==> config.mk <==
export PLATFORM = sky130hd
export DESIGN_NAME = wb_mem_bist
export DESIGN_NICKNAME = d
export VERILOG_FILES = /design/src/rtl/wb_bist_pkg.sv /design/src/rtl/wb_outstanding_ctr.sv /design/src/rtl/wb_mem_bist.sv
export SDC_FILE = /design/constraint.sdc
export NUM_CORES = 1
export LEC_CHECK = 0
export CORE_MARGIN = 5
export CORE_UTILIZATION = 35
export CTS_CLUSTER_DIAMETER = 30
export CTS_CLUSTER_SIZE = 8
export DETAILED_ROUTE_END_ITERATION = 8
export GPL_TIMING_DRIVEN = 0
export SLEW_MARGIN = 10
export SYNTH_ARGS = -nofsm -noshare
export SYNTH_HDL_FRONTEND = slang
export SYNTH_SLANG_ARGS = --single-unit
==> constraint.sdc <==
create_clock -name clk -period 7.02 [get_ports clk]
set_clock_uncertainty 0.2 [all_clocks]
set_input_delay 1.755 -clock clk [delete_from_list [all_inputs] [get_ports clk]]
set_output_delay 1.755 -clock clk [all_outputs]
set_load 0.005 [all_outputs]
==> src/rtl/wb_bist_pkg.sv <==
// Shared types, widths and the test-pattern generator for the Wishbone memory BIST.
package wb_bist_pkg;

    localparam int unsigned ADDR_W = 9;
    localparam int unsigned DATA_W = 32;
    localparam int unsigned IDX_W  = ADDR_W + 1;
    localparam int unsigned CNT_W  = 4;

    typedef enum logic [2:0] {
        IDLE,
        WR,
        WR_WAIT,
        RD,
        RD_WAIT,
        FIN
    } bistState_t;

    // Word written at window offset idx: seed + idx, wrapping at 2^DATA_W.
    function automatic logic [DATA_W-1:0] pattern(input logic [DATA_W-1:0] seedVal,
                                                  input logic [IDX_W-1:0]  idx);
        return seedVal + DATA_W'(idx);
    endfunction

endpackage

==> src/rtl/wb_outstanding_ctr.sv <==
// Saturating count of accepted-but-unacknowledged Wishbone requests.
module wb_outstanding_ctr
    import wb_bist_pkg::*;
#(
    parameter int unsigned MAX_OUT = 4
) (
    input  logic             clk,
    input  logic             rst_n,
    input  logic             inc,
    input  logic             dec,
    output logic [CNT_W-1:0] count,
    output logic             full,
    output logic [CNT_W-1:0] countNext_c
);

    logic doInc;
    logic doDec;

    // Next count; an ack with nothing outstanding is dropped, accept+ack cancels.
    always_comb begin
        doInc       = inc && (count != CNT_W'(MAX_OUT));
        doDec       = dec && (count != '0);
        countNext_c = count;
        if (doInc && !doDec) begin
            countNext_c = count + CNT_W'(1);
        end else if (doDec && !doInc) begin
            countNext_c = count - CNT_W'(1);
        end
    end

    // Count and full flag registers.
    always_ff @(posedge clk) begin
        if (!rst_n) begin
            count <= '0;
            full  <= 1'b0;
        end else begin
            count <= countNext_c;
            full  <= (countNext_c == CNT_W'(MAX_OUT));
        end
    end

endmodule

==> src/rtl/wb_mem_bist.sv <==
// Wishbone pipelined initiator: fill a RAM window with seed+i, read it back, count mismatches.
module wb_mem_bist
    import wb_bist_pkg::*;
#(
    parameter int unsigned MAX_OUT = 4
) (
    input  logic              clk,
    input  logic              rst_n,
    input  logic              start,
    input  logic [ADDR_W-1:0] base_addr,
    input  logic [ADDR_W:0]   word_count,
    input  logic [DATA_W-1:0] seed,
    output logic              busy,
    output logic              done,
    output logic              pass,
    output logic [ADDR_W:0]   err_count,
    output logic [ADDR_W-1:0] first_err_addr,
    output logic              wb_cyc_o,
    output logic              wb_stb_o,
    output logic              wb_we_o,
    output logic [ADDR_W-1:0] wb_addr_o,
    output logic [3:0]        wb_sel_o,
    output logic [DATA_W-1:0] wb_data_o,
    input  logic              wb_ack_i,
    input  logic              wb_stall_i,
    input  logic [DATA_W-1:0] wb_data_i
);

    bistState_t        state, stateN;
    logic [ADDR_W-1:0] baseR, baseN;
    logic [IDX_W-1:0]  countR, countN;
    logic [DATA_W-1:0] seedR, seedN;
    logic [IDX_W-1:0]  issueIdx, issueIdxN, issueInc;
    logic [IDX_W-1:0]  cmplIdx, cmplIdxN;
    logic [IDX_W-1:0]  errCntN;
    logic [ADDR_W-1:0] firstErrN;
    logic              passN, busyN, doneN, cycN, stbN, weN;
    logic [ADDR_W-1:0] addrN;
    logic [3:0]        selN;
    logic [DATA_W-1:0] dataN;
    logic              accept, ackValid;
    logic [CNT_W-1:0]  outCnt, outCntN;
    logic              outFull;

    assign accept   = wb_cyc_o && wb_stb_o && !wb_stall_i && !outFull;
    assign ackValid = wb_ack_i && (outCnt != '0);
    assign issueInc = issueIdx + IDX_W'(1);

    wb_outstanding_ctr #(.MAX_OUT(MAX_OUT)) u_outCtr (
        .clk         (clk),
        .rst_n       (rst_n),
        .inc         (accept),
        .dec         (wb_ack_i),
        .count       (outCnt),
        .full        (outFull),
        .countNext_c (outCntN)
    );

    // Next state, run bookkeeping and next values of every registered output.
    always_comb begin
        stateN    = state;
        baseN     = baseR;
        countN    = countR;
        seedN     = seedR;
        issueIdxN = issueIdx;
        cmplIdxN  = cmplIdx;
        errCntN   = err_count;
        firstErrN = first_err_addr;
        passN     = pass;

        unique case (state)
            IDLE: begin
                if (start) begin
                    baseN     = base_addr;
                    countN    = word_count;
                    seedN     = seed;
                    issueIdxN = '0;
                    cmplIdxN  = '0;
                    errCntN   = '0;
                    firstErrN = '0;
                    passN     = 1'b0;
                    stateN    = (word_count == '0) ? FIN : WR;
                end
            end
            WR: begin
                if (accept) begin
                    issueIdxN = issueInc;
                    if (issueInc == countR) stateN = WR_WAIT;
                end
            end
            WR_WAIT: begin
                if (outCntN == '0) begin
                    stateN    = RD;
                    issueIdxN = '0;
                end
            end
            RD: begin
                if (accept) begin
                    issueIdxN = issueInc;
                    if (issueInc == countR) stateN = RD_WAIT;
                end
            end
            RD_WAIT: begin
                if (outCntN == '0) stateN = FIN;
            end
            FIN: begin
                stateN = IDLE;
            end
            default: begin
                stateN = IDLE;
            end
        endcase

        // In-order read completions are checked against the pattern for their offset.
        if ((state == RD || state == RD_WAIT) && ackValid) begin
            cmplIdxN = cmplIdx + IDX_W'(1);
            if (wb_data_i != pattern(seedR, cmplIdx)) begin
                errCntN = err_count + IDX_W'(1);
                if (err_count == '0) firstErrN = baseR + ADDR_W'(cmplIdx);
            end
        end

        if (stateN == FIN) passN = (errCntN == '0);

        busyN = (stateN != IDLE);
        doneN = (stateN == FIN);
        cycN  = (stateN inside {WR, WR_WAIT, RD, RD_WAIT});
        stbN  = (stateN == WR || stateN == RD) && (issueIdxN < countN)
                && (outCntN < CNT_W'(MAX_OUT));
        weN   = stbN && (stateN == WR);
        addrN = stbN ? baseN + ADDR_W'(issueIdxN) : '0;
        selN  = stbN ? 4'hF : 4'h0;
        dataN = weN ? pattern(seedN, issueIdxN) : '0;
    end

    // State, run context and registered outputs.
    always_ff @(posedge clk) begin
        if (!rst_n) begin
            state          <= IDLE;
            baseR          <= '0;
            countR         <= '0;
            seedR          <= '0;
            issueIdx       <= '0;
            cmplIdx        <= '0;
            err_count      <= '0;
            first_err_addr <= '0;
            pass           <= 1'b1;
            busy           <= 1'b0;
            done           <= 1'b0;
            wb_cyc_o       <= 1'b0;
            wb_stb_o       <= 1'b0;
            wb_we_o        <= 1'b0;
            wb_addr_o      <= '0;
            wb_sel_o       <= '0;
            wb_data_o      <= '0;
        end else begin
            state          <= stateN;
            baseR          <= baseN;
            countR         <= countN;
            seedR          <= seedN;
            issueIdx       <= issueIdxN;
            cmplIdx        <= cmplIdxN;
            err_count      <= errCntN;
            first_err_addr <= firstErrN;
            pass           <= passN;
            busy           <= busyN;
            done           <= doneN;
            wb_cyc_o       <= cycN;
            wb_stb_o       <= stbN;
            wb_we_o        <= weN;
            wb_addr_o      <= addrN;
            wb_sel_o       <= selN;
            wb_data_o      <= dataN;
        end
    end

endmodule
==> metrics.txt, run 1 <==
first-pass GRT wire length 47,000 µm; Synth Instances approximately 1,100; flops & latches, synth about 150; CTS tree done; RSZ-0062 raised after global routing no; startpoint types primary input; vias in the first global route approximately 8,500; Yosys cell types 80; Post-Syn Nets between 1,000 and 1,500; Max Root-Sink Buffers 2; CTS H-tree lvls 4; ranking of synthesized cells by area dfxtp_1, ha_1, xnor2_1; complex-gate fraction of the synthesized area around 17%; ANT nets after route 0; hold crit path type register to register; Crit Path Max Fanout 10; Seq/Total Area, Yosys a little under a third; Synth Area in Simple Gates 25.7%; critical path data arrival time roughly 6700 ps; Via density approximately 5.3; Die Height ~170 µm; row cnt between 50 and 60; Antenna Cells 0; Final Max Slew Viols 0; design area 12,000 µm²; die area 30,100 µm²; Post-synth EDFFs 0; final WL around 30,000 µm; Power Dens Cells 198 nW/µm²; gr usage total 19.6%; share of the synthesized area in the top cell type a little over 30%; Max IR drop VDD about 0.14 mV; final setup vio count 0; Post-synth top cells dfxtp_1, nand2_1, nor2_1; fin crit share between 90 and 100%; Worst-Margin Slew ~1000 ps; hpwl dp 23,600 µm; DIE WIDTH around 170 µm; global route overflow 0; worst skew pair latency about 430 ps; Setup crit end kind register; syn avg cell area about 8.3 µm²; CTS root buf clkbuf_16; post-synthesis xor/xnor area fraction under 10%; count leader, synth dfxtp_1; CTS Buf Count 17; main combinational cell family by area after synthesis simple AND/OR/NAND/NOR gates; Vias about 8,800; initial antenna violation count 0; WL/cell about 18 µm; ratio of cells with drive above 1 in the final layout 5.62%; first-pass iteration count of the detailed router 5; Area after DPL around 11,000 µm²; area of the core between 20,000 and 30,000 µm²; max_cap viols 0; post-synthesis mux area share 4.32%; initial core utilization a little over a third; clock tree sinks around 150; fmax ~150 MHz; clock transition at the registers of the reported paths roughly 60 ps; DRC marker count from the first detailed-route iteration slightly above 700; largest net degree at the start of global routing 20; adder-cell share of the synthesized area 7.67%; critical path class primary input to register; Yosys top cell by area dfxtp_1; drt drc 0; Main synth FF type dfxtp_1; ys async rst share 0%; Tmin final 6570 ps; Top Ports roughly 160; final core occ a little under half; final hold violation count 0; Syn. warnings 0; I/O Buffers between 150 and 200; Mapped Area approximately 9400 µm²; run status complete, no violations; relative slew slack between 30% and 40%; Final #Nets 1,447; Syn-to-layout area delta 28.1%; Leak approximately 4.8 nW; RD Place Congestion about 0.89; Worst Path Required just over 7000 ps
stage by stage:
stage	hold slack, ps	instances	setup slack (ps)	setup TNS (ps)	total power [mW]
6_report	290	1652	447	0	2.37
5_1_grt	328	1652	104	0	2.48
4_1_cts	295	1652	53.3	0	2.39
3_5_place_dp	284	1621	-1820	-68290	1.47
3_3_place_gp	280	1621	-1830	-67690	1.47
2_1_floorplan	271	1129	859	0	1.24
repair_timing:
action                                 4_1_cts  5_1_grt
setup buffers                                0        1
hold buffers                                 0        0
setup endpoints to repair                   43       32
endpoints found under the hold margin        0        0
gates resized for setup                      7        8
cells by family (layout without fill, tap and decap cells):
kind of cell / Yosys count / after routing
AO/OA/AOI/OAI: 227 / 227
XOR/XNOR: 105 / 105
adder cells (fa/ha/maj): 55 / 55
buffers and inverters: 94 / 282
flip-flops: 145 / 145
multiplexers: 40 / 40
AND/OR/NAND/NOR: 463 / 463
power by group:
group / switching (mW) / total [mW] / internal (mW)
clock network: 0.377 / 0.914 / 0.537
registers: 0.0413 / 0.918 / 0.877
logic: 0.279 / 0.543 / 0.264
worst max-delay path: stages:
cell	delay, ps
clkdlybuf4s50_1	430
nand4bb_1	180
clkbuf_2	230
o211ai_1	400
and3_1	230
o22ai_2	100
o31ai_4	300
o21bai_2	190
a21o_1	210
a32o_1	320
ha_1	320
a21o_1	160
a21oi_1	240
o21bai_1	90
a21oi_1	210
o21ai_0	180
a21o_1	300
a31oi_4	360
nor3_1	160
xor2_1	260
nor2_1	60
area by class of cell:
cell class              instances  area [µm²]
fillers                      2615       14200
multi-input cells             890        6080
flip-flops and latches        145        2900
repair buffers                158        1580
clock buffers                  21         450
well taps                     335         419
plain buffers                  59         300
clock inverters                11         130
inverters                      33         124
metal layers:
layer | track usage, % | up-vias | routed length, µm
met4 | 5.65 | 0 | 591
met1 | 26.0 | 4149 | 14000
met3 | 3.38 | 33 | 1600
li1 | - | 4344 | -
met2 | 32.8 | 280 | 14200
met5 | 0 | - | 0
state kept, by name (all words and copies together) (netlist names), 3 cells and up:
signal          count
wb_data_o          32
u_outCtr.count      4
first_err_addr      9
err_count          10
wb_addr_o           9
issueIdx           10
seedR              32
state               3
baseR               9
cmplIdx            10
countR             10
cells in the final DEF (no fill, tap or decap), types with 33 or more instances in the layout:
| master | n |
|---|---|
| mux2i_1 | 37 |
| xor2_1 | 41 |
| nand2_1 | 127 |
| nand3_1 | 45 |
| nor2_1 | 81 |
| o21ai_0 | 38 |
| inv_1 | 33 |
| and2_1 | 43 |
| nor2b_1 | 43 |
| clkdlybuf4s50_1 | 157 |
| a21oi_1 | 39 |
| dfxtp_1 | 145 |
| ha_1 | 51 |
| clkbuf_1 | 40 |
| xnor2_1 | 64 |
path summary, 6_finish.rpt:
kind                                 from                      endpoint  slack [ps]  depth (start not counted)
min reg2reg  first_err_addr[8]$_SDFF_PN0_  first_err_addr[8]$_SDFF_PN0_         290                          2
max reg2reg  u_outCtr.count[0]$_SDFF_PN0_      wb_data_o[31]$_SDFF_PN0_        1480                         21
max                            wb_stall_i      wb_data_o[31]$_SDFF_PN0_         450                         21
min          first_err_addr[8]$_SDFF_PN0_  first_err_addr[8]$_SDFF_PN0_         290                          2
(Power assumes the default switching activity.)
==> run 2: changes to the inputs <==
- ABC_AREA: unset -> 0
==> results of run 2 <==
The final DEF is identical to that of run 1; final timing and power are the same.
==> run 3: changes to the inputs <==
- clock period: 7.02 -> 8.3 ns (I/O delays scaled with it)
==> metrics.txt, run 3 (synthesis gave the netlist of run 1 again) <==
critical path class primary input to register; number of setup buffers added after CTS 0 (unchanged); Tmin final slightly below 8000 ps; Overall Power 2.01 mW (-15%); hpwl dp 23,600 µm (unchanged); vias in the first global route 8,489 (+0.059%); R2R depth 19 (-9.5%); first-pass GRT wire length 47,100 µm (+0.21%); worst skew pair latency 430 ps (about the same); most frequent CP cell a21o_1; Crit. Startpoint start; area of the core 26,200 µm² (unchanged); final setup vio count 0 (unchanged); worst-case hold slack 291 ps (+1.07 ps); largest net degree at the start of global routing 17 (-15%); Worst-Margin Slew 1000 ps (+7.01 ps); initial antenna violation count 0 (unchanged); final WL 30,500 µm (+0.29%); Syn-to-layout area delta 27.8%; CTS root buf clkbuf_16; row cnt 59 (unchanged); Die Height 174 µm (unchanged); Max Root-Sink Buffers 2 (unchanged); CP max stage delay 670 ps (+240 ps); gr usage total 19.7% (+0.055 points); max_cap viols 0 (unchanged); die area 30,100 µm² (unchanged); clock transition at the registers of the reported paths 60 ps (about the same); fin crit share 94.9%; I/O Buffers 157 (unchanged); ANT nets after route 0 (unchanged); Final WS setup 422 ps (-25.0 ps); ratio of cells with drive above 1 in the final layout 5.16% (-0.46 points); Crit Path Max Fanout 10 (unchanged); DIE WIDTH 174 µm (unchanged); critical path data arrival time 8000 ps (+1320 ps); relative slew slack 32.1% (-0.47 points); clock tree sinks 145 (unchanged); drt drc 0 (unchanged); worst path cell trace clkdlybuf4s50_1, nor4b_4, clkbuf_1, clkbuf_2, buf_2, buf_2, mux2i_1, ha_1, a21o_1, a21o_1, a21o_1, a21o_1, a21o_1, a21oi_1, o211ai_1, a211o_1, buf_2, or2_1, buf_6, a211oi_1; CTS Buf Count 17 (unchanged); Via density 5.33 (about the same); Max IR drop VDD 0.124 mV (-15%); reg2reg start state[0]$_SDFF_PN0_; worst setup path endpoint wb_data_o[11]$_SDFF_PN0_; Setup crit end kind register; top flop regs seedR: 32 flops, wb_data_o: 32 flops; initial core utilization 35.7% (unchanged); startpoint types primary input; WL/cell 18.4 µm (+0.17%); Vias 8,821 (+0.17%); Final #Nets 1,448 (+0.069%); CTS H-tree lvls 4 (unchanged); first-pass iteration count of the detailed router 5 (unchanged); global route overflow 0 (unchanged); Reg2Reg Setup Slack 2160 ps (+680 ps); most common cell after layout, fill and taps aside clkdlybuf4s50_1; Power Dens Cells 168 nW/µm² (-15%); hold_buf cts 0 (unchanged); Top Ports 158 (unchanged); Final Max Slew Viols 0 (unchanged); fmax around 130 MHz; Leak 4.75 nW (-0.34%); run status complete, no violations; reg-to-reg endpoint wb_data_o[11]$_SDFF_PN0_; Worst Path Required 8420 ps (+1290 ps); final hold violation count 0 (unchanged); most frequent cells in the layout clkdlybuf4s50_1, dfxtp_1, nand2_1; RD Place Congestion 0.892 (unchanged); hold crit path type register to register; Worst path slowest cell clkbuf_1; DRC marker count from the first detailed-route iteration 726 (+0.28%); CTS tree done; RSZ-0062 raised after global routing no; pre-CTS WS -856 ps (+960 ps)
==> run 3: cell types whose count changed in the layout (fill, tap and decap cells not counted), sizes merged <==
| cell | previous run | this run |
|---|---|---|
| diode | 0 | 1 |
| buf | 18 | 17 |
| clkbuf | 62 | 64 |
==> run 3: power by group <==
part | total (mW) | switching (mW) | internal [mW] | leakage, nW
clock | 0.776 | 0.321 | 0.454 | 0.282
combinational | 0.456 | 0.235 | 0.221 | 3.29
sequential | 0.777 | 0.0349 | 0.742 | 1.18
total | 2.01 | 0.591 | 1.42 | 4.75
==> run 3: repair_timing <==
action                                  in CTS  in global routing
endpoints found under the setup margin      33                 31
resized for setup                            4                  1
endpoints found under the hold margin        0                  0
==> run 3: how the worst min path moves through the flow <==
stage | from | end | slack, ps | depth (start not counted)
global route | first_err_addr[8]$_SDFF_PN0_ | first_err_addr[8]$_SDFF_PN0_ | 330 | 2
finish | first_err_addr[8]$_SDFF_PN0_ | first_err_addr[8]$_SDFF_PN0_ | 290 | 2
detailed placement | first_err_addr[7]$_SDFF_PN0_ | first_err_addr[7]$_SDFF_PN0_ | 280 | 2
floorplan | cmplIdx[4]$_SDFFE_PN0P_ | cmplIdx[4]$_SDFFE_PN0P_ | 270 | 1
CTS | first_err_addr[7]$_SDFF_PN0_ | first_err_addr[7]$_SDFF_PN0_ | 300 | 2
global placement | first_err_addr[8]$_SDFF_PN0_ | first_err_addr[8]$_SDFF_PN0_ | 280 | 2
==> run 3: per-stage QoR <==
step / util [%] / setup TNS [ps] / cell area (µm²) / std cells
floorplan: - / 0 / 9360 / 1129
global placement: 43.3 / -26410 / 11300 / 1621
detailed placement: 43.3 / -27010 / 11400 / 1621
CTS: 45.6 / 0 / 12000 / 1653
global route: 45.6 / 0 / 12000 / 1653
finish: 45.7 / 0 / 12000 / 1654
==> run 3: cell type report <==
cell class / count / area, µm²
clock buffers: 21 / 450
plain buffers: 61 / 303
diodes: 1 / 2.50
inverters: 33 / 124
fillers: 2613 / 14200
repair buffers: 157 / 1570
well taps: 335 / 419
multi-input cells: 890 / 6060
clock inverters: 11 / 130
flip-flops and latches: 145 / 2900
==> run 3: per-layer routing <==
| metal | track usage, % | routed length (µm) | vias to the layer above |
|---|---|---|---|
| met1 | 26.2 | 14100 | 4149 |
| met5 | 0 | 0 | - |
| met4 | 5.65 | 573 | 0 |
| met3 | 3.38 | 1580 | 30 |
| met2 | 32.7 | 14200 | 288 |
| li1 | - | - | 4354 |
==> run 3: worst max-delay path: cells and delay by family <==
family / cells / cell delay (ps)
AND/OR/NAND/NOR: 2 / 810
adder cells (fa/ha/maj): 1 / 290
AO/OA/AOI/OAI: 9 / 1580
multiplexers: 1 / 290
buffers and inverters: 7 / 2900
